<file path="src/rtl/plate_locate.sv">
// Blue-plate locator: binarises the YCbCr stream and reports one plate
// bounding box per frame, from row/column projections of the blue pixels.
module plate_locate #(
   parameter logic [7:0]    CB_MIN   = 8'd140,
   parameter logic [7:0]    CR_MAX   = 8'd120,
   parameter int            CW       = 11,
   parameter logic [CW-1:0] ROW_TH   = 11'd40,
   parameter logic [CW-1:0] MIN_ROWS = 11'd8
) (
   input  logic          clk,
   input  logic          rst_n,
   input  logic          pre_frame_vsync,
   input  logic          pre_frame_hsync,
   input  logic          pre_frame_de,
   input  logic [7:0]    img_y,
   input  logic [7:0]    img_cb,
   input  logic [7:0]    img_cr,
   output logic          post_frame_vsync,
   output logic          post_frame_hsync,
   output logic          post_frame_de,
   output logic          post_img_bit,
   output logic [CW-1:0] plate_top,
   output logic [CW-1:0] plate_bottom,
   output logic [CW-1:0] plate_left,
   output logic [CW-1:0] plate_right,
   output logic          plate_found,
   output logic          plate_valid
);

   localparam logic [CW-1:0] CMAX = '1;

   logic          vsync_d, de_d, sof, eol, blue;
   logic          frame_started;
   logic [CW-1:0] x_cnt, y_cnt;
   logic [CW-1:0] row_cnt, row_xmin, row_xmax;
   logic [CW-1:0] row_cnt_n, row_xmin_n, row_xmax_n;
   logic          found, found_n;
   logic [CW-1:0] top, bottom, left, right;
   logic [CW-1:0] top_n, bottom_n, left_n, right_n;
   logic          line_ok, height_ok;
   logic [CW:0]   height;
   logic          unused_y;

   assign unused_y = ^img_y;

   assign sof  = pre_frame_vsync & ~vsync_d;
   assign eol  = de_d & ~pre_frame_de;
   assign blue = pre_frame_de & (img_cb > CB_MIN) & (img_cr < CR_MAX);

   // Line and frame accumulators as they stand after this clock's pixel/EOL,
   // so a SOF in the same clock closes the frame with the last line included.
   always_comb begin
      row_cnt_n  = row_cnt;
      row_xmin_n = row_xmin;
      row_xmax_n = row_xmax;
      if (blue) begin
         if (row_cnt != CMAX) row_cnt_n = row_cnt + 1'b1;
         if (row_cnt == '0 || x_cnt < row_xmin) row_xmin_n = x_cnt;
         if (row_cnt == '0 || x_cnt > row_xmax) row_xmax_n = x_cnt;
      end
      line_ok  = eol & (row_cnt_n >= ROW_TH);
      found_n  = found;
      top_n    = top;
      bottom_n = bottom;
      left_n   = left;
      right_n  = right;
      if (line_ok) begin
         if (!found) begin
            top_n   = y_cnt;
            left_n  = row_xmin_n;
            right_n = row_xmax_n;
         end else begin
            left_n  = (row_xmin_n < left)  ? row_xmin_n : left;
            right_n = (row_xmax_n > right) ? row_xmax_n : right;
         end
         bottom_n = y_cnt;
         found_n  = 1'b1;
      end
      height    = {1'b0, bottom_n} - {1'b0, top_n} + 1'b1;
      height_ok = height >= {1'b0, MIN_ROWS};
   end

   always_ff @(posedge clk or negedge rst_n) begin
      if (!rst_n) begin
         vsync_d          <= 1'b0;
         de_d             <= 1'b0;
         post_frame_vsync <= 1'b0;
         post_frame_hsync <= 1'b0;
         post_frame_de    <= 1'b0;
         post_img_bit     <= 1'b0;
         x_cnt            <= '0;
         y_cnt            <= '0;
         row_cnt          <= '0;
         row_xmin         <= '0;
         row_xmax         <= '0;
      end else begin
         vsync_d          <= pre_frame_vsync;
         de_d             <= pre_frame_de;
         post_frame_vsync <= pre_frame_vsync;
         post_frame_hsync <= pre_frame_hsync;
         post_frame_de    <= pre_frame_de;
         post_img_bit     <= blue;
         if (eol)                              x_cnt <= '0;
         else if (pre_frame_de && x_cnt != CMAX) x_cnt <= x_cnt + 1'b1;
         if (sof)                              y_cnt <= '0;
         else if (eol && y_cnt != CMAX)        y_cnt <= y_cnt + 1'b1;
         if (eol) begin
            row_cnt  <= '0;
            row_xmin <= '0;
            row_xmax <= '0;
         end else begin
            row_cnt  <= row_cnt_n;
            row_xmin <= row_xmin_n;
            row_xmax <= row_xmax_n;
         end
      end
   end

   always_ff @(posedge clk or negedge rst_n) begin
      if (!rst_n) begin
         frame_started <= 1'b0;
         found         <= 1'b0;
         top           <= '0;
         bottom        <= '0;
         left          <= '0;
         right         <= '0;
         plate_top     <= '0;
         plate_bottom  <= '0;
         plate_left    <= '0;
         plate_right   <= '0;
         plate_found   <= 1'b0;
         plate_valid   <= 1'b0;
      end else begin
         plate_valid <= sof & frame_started;
         if (sof) begin
            if (frame_started) begin
               plate_found <= found_n & height_ok;
               if (found_n && height_ok) begin
                  plate_top    <= top_n;
                  plate_bottom <= bottom_n;
                  plate_left   <= left_n;
                  plate_right  <= right_n;
               end
            end
            frame_started <= 1'b1;
            found         <= 1'b0;
            top           <= '0;
            bottom        <= '0;
            left          <= '0;
            right         <= '0;
         end else begin
            found  <= found_n;
            top    <= top_n;
            bottom <= bottom_n;
            left   <= left_n;
            right  <= right_n;
         end
      end
   end

endmodule

</file>
<file path="config.mk">
export PLATFORM = sky130hd
export DESIGN_NAME = plate_locate
export DESIGN_NICKNAME = d
export VERILOG_FILES = /design/src/rtl/plate_locate.sv
export SDC_FILE = /design/constraint.sdc
export NUM_CORES = 1
export LEC_CHECK = 0
export ABC_AREA = 1
export ABC_CLOCK_PERIOD_IN_PS = 6150
export CORE_ASPECT_RATIO = 1.5
export CORE_MARGIN = 4
export CORE_UTILIZATION = 40
export DETAILED_ROUTE_END_ITERATION = 12
export MAX_ROUTING_LAYER = met4
export PLACE_DENSITY = 0.62
export SLEW_MARGIN = 20
export SYNTH_ARGS = -nofsm -noshare
export SYNTH_HDL_FRONTEND = slang
export SYNTH_SLANG_ARGS = --single-unit
</file>
<file path="constraint.sdc">
create_clock -name clk -period 6.15 [get_ports clk]
set_input_delay 1.23 -clock clk [delete_from_list [all_inputs] [get_ports clk]]
set_output_delay 1.23 -clock clk [all_outputs]
set_load 0.02 [all_outputs]
</file>
==> flow_summary.yaml, run 1 <==
final_layout:
  synthToLayoutAreaGrowth_pct: 19.19
  finalNonFillerCells: 1479
  final_layout_size_suffix_gt1_frac: 0.1176
  fill_cells: 2141
  nNetsFinal: 1291
  diodes: 0
sta:
  hold_slack_ns: 0.4621
  final-hold-violation-count: 0
  setup_tns_ns: 0
  rsz0062_at_grt: "false"
  relSlewSlack: 0.3927
  period_minus_slack_ns: 5.520
  finalWorstSetupSlack_ns: 0.6303
  fmax_ghz: 0.1812
  final-max-slew-violation-count: 0
  setup-violations-final: 0
  fin_skew_ns: 0.01128
  finalCritPeriodShare: 0.8975
  worstMarginPinSlew_ns: 0.9109
logic_synthesis:
  synth_top_family_by_area: "simple AND/OR/NAND/NOR gates"
  synth.area.top_cells: "dfrtp_1 (43%), nand2_1 (13%), ha_1 (9.6%)"
  synthesis.area_um2: 8738
  synth-simple-area-share: 0.2629
  async_flop_share: 1.000
  synth_top_area_share: 0.4324
  synthFlopType: "dfrtp_1"
  synth-compound-area-share: 0.1038
  synth-edff-count: 0
  syn_inst: 1109
  synth_seq_cells: 151
  muxShareOfSynthArea: 0
  syn_nets: 1206
  ys_warn_count: 0
  synthXorXnorAreaFrac: 0.007016
  yosysMostFrequentCell: "nand2_1"
  yosys.area.top_type: "dfrtp_1"
  synth_commonest_cells: "nand2_1 (299), dfrtp_1 (151), inv_1 (146)"
  avgSynthCellArea_um2: 7.880
  ys_seq_area_frac: 0.4324
  synthAdderAreaFrac: 0.09822
  ys_types: 45
clock_tree:
  cts_resized: 0
  ctsRootBufferMaster: "clkbuf_16"
  cts_buffers: 17
  max-clock-path-buffers: 2
  clock_sinks: 151
  hold_buffers: 0
  clkSlewWorstSetupHoldPaths_ns: 0.06
  cts_tree: "yes"
  post_cts_buffers: 0
  htree_levels: 4
  clk_latency_ns: 0.44
global_route:
  grt_first_pass_wirelength_um: 35250
  grt_pass1_vias: 7189
  grt_overflow: 0
  track_usage: 0.1878
  grt_antenna_before_repair: 0
  grt_max_degree: 83
place:
  dp_slack_ns: 0.1227
  placed_cells: 1447
  io_buffers: 67
  gp_congestion: 0.8671
  hpwl_um: 15830
critical_path:
  required_ns: 6.52
  arrival_ns: 5.89
  crit_slowest_cell: "clkdlybuf4s50_1"
  regToRegStartpoint: "row_cnt[0]"
  cp_slowest_stage_delay_ns: 0.45
  crit_fanout: 23
  critical_path_class: "input pin to register"
  crit_top_cell: "nand2_1"
  worst_setup_path_end_kind: "register"
  startpoint_type: "input pin"
  critPathLaunch: "img_cb[3]"
drt:
  finalWirelength_um: 20880
  ant_nets: 0
  vias: 7086
  vias_per_cell: 4.791
  drtPass1Iterations: 5
  routedWlPerCell_um: 14.12
  dr.first_iter.drc_count: 334
  drc: 0
floorplanning:
  die_y_um: 189.0
  start_util: 0.4039
  die_w_um: 128.7
  rows: 66
  pin_count: 79
  coreArea_um2: 21640
  dieArea_um2: 24320
power_and_ir_drop:
  peakVddDrop_mv: 0.2187
  powerDensity_nw_per_um2: 314.0
  p_leak_uw: 0.005299
  finalPower_uw: 3271
outcome:
  status: "finished clean"
flow_run:
  max-cap-violations: 0
hold_path:
  min_from: "frame_started"
  hp-class: "register to register"
[cell type report]
cell class	instances	area [um^2]	area share
Tap cell	272	340.3	0.03268
Sequential cell	151	3779	0.3628
Inverter	161	604.3	0.05802
Timing Repair Buffer	98	942.2	0.09046
Clock inverter	13	167.7	0.01610
Clock buffer	19	452.9	0.04349
Multi-Input combinational cell	765	4129	0.3964
[worst paths after layout]
| kind | end | slack (ns) | cells after the start |
|---|---|---|---|
| setup reg to reg | plate_bottom[9] | 1.22 | 30 |
| hold reg to reg | frame_started | 0.46 | 2 |
| min in group asynchronous | row_cnt[0] | 0.83 | 1 |
| hold / removal | frame_started | 0.46 | 2 |
| setup / recovery | plate_bottom[9] | 0.63 | 30 |
| max in group asynchronous | top[5] | 3.93 | 2 |
[power breakdown]
| group | switching (uW) | internal (uW) | leakage (uW) |
|---|---|---|---|
| Clock | 437 | 664 | 0.000300 |
| Sequential | 78.8 | 1130 | 0.00204 |
| Combinational | 566 | 397 | 0.00295 |
[routing by layer]
| metal | global-route usage | part of all wire | vias to the layer above | wire [um] |
|---|---|---|---|---|
| li1 | - | - | 3673 | - |
| met1 | 0.2076 | 0.40 | 3290 | 8414 |
| met2 | 0.3387 | 0.55 | 96 | 11450 |
| met3 | 0.03387 | 0.031 | 27 | 641 |
| met4 | 0.05861 | 0.018 | 0 | 381 |
| met5 | - | 0 | - | 0 |
[worst max-delay path: cells and delay by family]
kind	cells	cell delay [ns]
simple gates	18	1.88
buf+inv	6	1.34
fa+ha+maj	2	0.68
compound gates	3	0.55
xor+xnor	1	0.18
[cell usage in the layout, fill, tap and decap left out, drive strengths merged, types with 2 or more instances in the layout]
cell type      count
nand2            324
inv              163
dfrtp            151
nor2             115
o21ai             90
ha                67
clkdlybuf4s50     66
nand3             61
a21oi             48
buf               32
clkbuf            19
and2              12
nand4              9
nor3               9
xor2               6
clkinv             6
o22ai              4
nor4               3
a31oi              3
bufinv             3
o2111ai            2
or2                2
clkinvlp           2
[stage by stage]
stage / cell area (um^2) / utilization
global route: 10420 / 0.4814
detailed placement: 9794 / 0.4527
floorplan: 8738 / -
CTS: 10420 / 0.4814
global placement: 9794 / 0.4527
finish: 10420 / 0.4814
[state kept, by name, summed over array words and instances, names as in the netlist]
signal and count:
plate_left 11, x_cnt 11, y_cnt 11, plate_top 11, row_xmax 11, plate_right 11
plate_valid 1, left 11, frame_started 1, de_d 1, vsync_d 1, row_xmin 11
found 1, plate_found 1, post_img_bit 1, row_cnt 11, top 11, post_frame_hsync 1
right 11, plate_bottom 11, bottom 11
[cell families after synthesis]
family | count (synthesis)
simple gates | 536
fa+ha+maj | 68
xor+xnor | 7
flops | 151
compound gates | 154
buf+inv | 193
Note: power is estimated with default switching activity, not from simulation.
==> run 2, diff against run 1 <==
CTS_BUF_LIST = sky130_fd_sc_hd__clkbuf_16   (was unset)
SLEW_MARGIN = unset   (was 20)
==> flow_summary.yaml, run 2 (synthesis results as in run 1) <==
outcome:
  status: "finished clean"
floorplanning:
  dieArea_um2: 24320
  die_w_um: 128.7
  pin_count: 79
  start_util: 0.4039
  rows: 66
  coreArea_um2: 21640
  die_y_um: 189.0
drt:
  vias: 7110
  dr.first_iter.drc_count: 320
  vias_per_cell: 4.807
  routedWlPerCell_um: 14.15
  finalWirelength_um: 20930
  drtPass1Iterations: 4
  ant_nets: 0
  drc: 0
sta:
  worstMarginPinSlew_ns: 0.9077
  rsz0062_at_grt: "false"
  fin_skew_ns: 0.01082
  final-hold-violation-count: 0
  fmax_ghz: 0.1812
  setup-violations-final: 0
  final-max-slew-violation-count: 0
  setup_tns_ns: 0
  finalCritPeriodShare: 0.8976
  period_minus_slack_ns: 5.520
  relSlewSlack: 0.3949
global_route:
  grt_pass1_vias: 7190
  grt_first_pass_wirelength_um: 35270
  track_usage: 0.1879
  grt_overflow: 0
  grt_antenna_before_repair: 0
  grt_max_degree: 83
place:
  io_buffers: 67
  gp_congestion: 0.8671
  placed_cells: 1447
  hpwl_um: 15830
critical_path:
  required_ns: 6.52
  path_delay_family: "simple AND/OR/NAND/NOR gates"
  critical_path_class: "input pin to register"
  cp_slowest_stage_delay_ns: 0.45
  arrival_ns: 5.89
  crit_buf_inv: 6
  worst_setup_path_end_kind: "register"
  crit_slowest_cell: "clkdlybuf4s50_1"
  startpoint_type: "input pin"
  crit_top_cell: "nand2_1"
  rrSetupSlack_ns: 1.20
  crit_fanout: 23
clock_tree:
  cts_resized: 0
  htree_levels: 4
  ctsRootBufferMaster: "clkbuf_16"
  cts_buffers: 17
  cts_tree: "yes"
  post_cts_buffers: 0
  clock_sinks: 151
  clkSlewWorstSetupHoldPaths_ns: 0.06
  clk_latency_ns: 0.43
  hold_buffers: 0
  max-clock-path-buffers: 2
final_layout:
  finalNonFillerCells: 1479
  layout_commonest_cell: "nand2_1"
  mostFrequentLayoutCells: "nand2_1 (299), dfrtp_1 (151), inv_1 (146)"
  diodes: 0
  post-route-util: 0.4805
  final_layout_size_suffix_gt1_frac: 0.1160
  synthToLayoutAreaGrowth_pct: 18.96
  fill_cells: 2145
  nNetsFinal: 1291
power_and_ir_drop:
  peakVddDrop_mv: 0.2187
  powerDensity_nw_per_um2: 312.1
  p_leak_uw: 0.005288
hold_path:
  hp-class: "register to register"
flow_run:
  max-cap-violations: 0
run 2: cell types whose count changed in the layout (fill, tap and decap cells not counted):
cell / previous run / this run
clkbuf_8: 2 / 0
clkinv_1: 1 / 3
run 2: cell type report:
class / instances / area (um^2) / area share
inverter: 161 / 604.3 / 0.05814
clock inverter: 15 / 175.2 / 0.01685
tap: 272 / 340.3 / 0.03274
sequential: 151 / 3779 / 0.3635
multi-input combinational: 765 / 4129 / 0.3972
clock buffer: 17 / 425.4 / 0.04092
timing repair buffer: 98 / 942.2 / 0.09064
run 2: per-layer routing:
| metal | GRT usage | part of all wire | vias up |
|---|---|---|---|
| li1 | - | - | 3678 |
| met1 | 0.2076 | 0.40 | 3308 |
| met2 | 0.3391 | 0.55 | 96 |
| met3 | 0.03387 | 0.029 | 28 |
| met4 | 0.05861 | 0.019 | 0 |
| met5 | - | 0 | - |
run 2: tightest hold or removal path, cell delays in order, from the launching register on:
cell	delay [ns]
dfrtp_1	0.32
inv_1	0.05
nand2_1	0.06
run 2: final timing paths:
path	from	end	cells after the start
max	img_cb[3]	plate_bottom[9]	30
min	frame_started	frame_started	2
max reg2reg	row_cnt[0]	plate_bottom[9]	30
min reg2reg	frame_started	frame_started	2
max in group asynchronous	rst_n	top[5]	2
min in group asynchronous	rst_n	row_cnt[0]	1
run 2: through the flow:
stage | hold WS [ns] | power, uW | area [um^2] | worst slack [ns]
floorplan | 0.4317 | 1845 | 8738 | 1.069
global placement | 0.4434 | 2183 | 9794 | 0.1348
detailed placement | 0.4487 | 2199 | 9794 | 0.1227
CTS | 0.4646 | 3289 | 10400 | 0.5605
global route | 0.4988 | 3472 | 10400 | 0.09074
finish | 0.4621 | 3244 | 10400 | 0.6300
run 2: report_power, final:
group          total (uW)  internal, uW  switching (uW)
Clock                1070           639             435
Combinational         964           397             566
Sequential           1210          1130            78.7
Total                3240          2160            1080
==> run 3, diff against run 2 <==
CAP_MARGIN = 5   (was unset)
SKIP_LAST_GASP = 1   (was unset)
==> results of run 3 <==
Same layout as run 2: the final DEF is identical, and so are final timing and power.
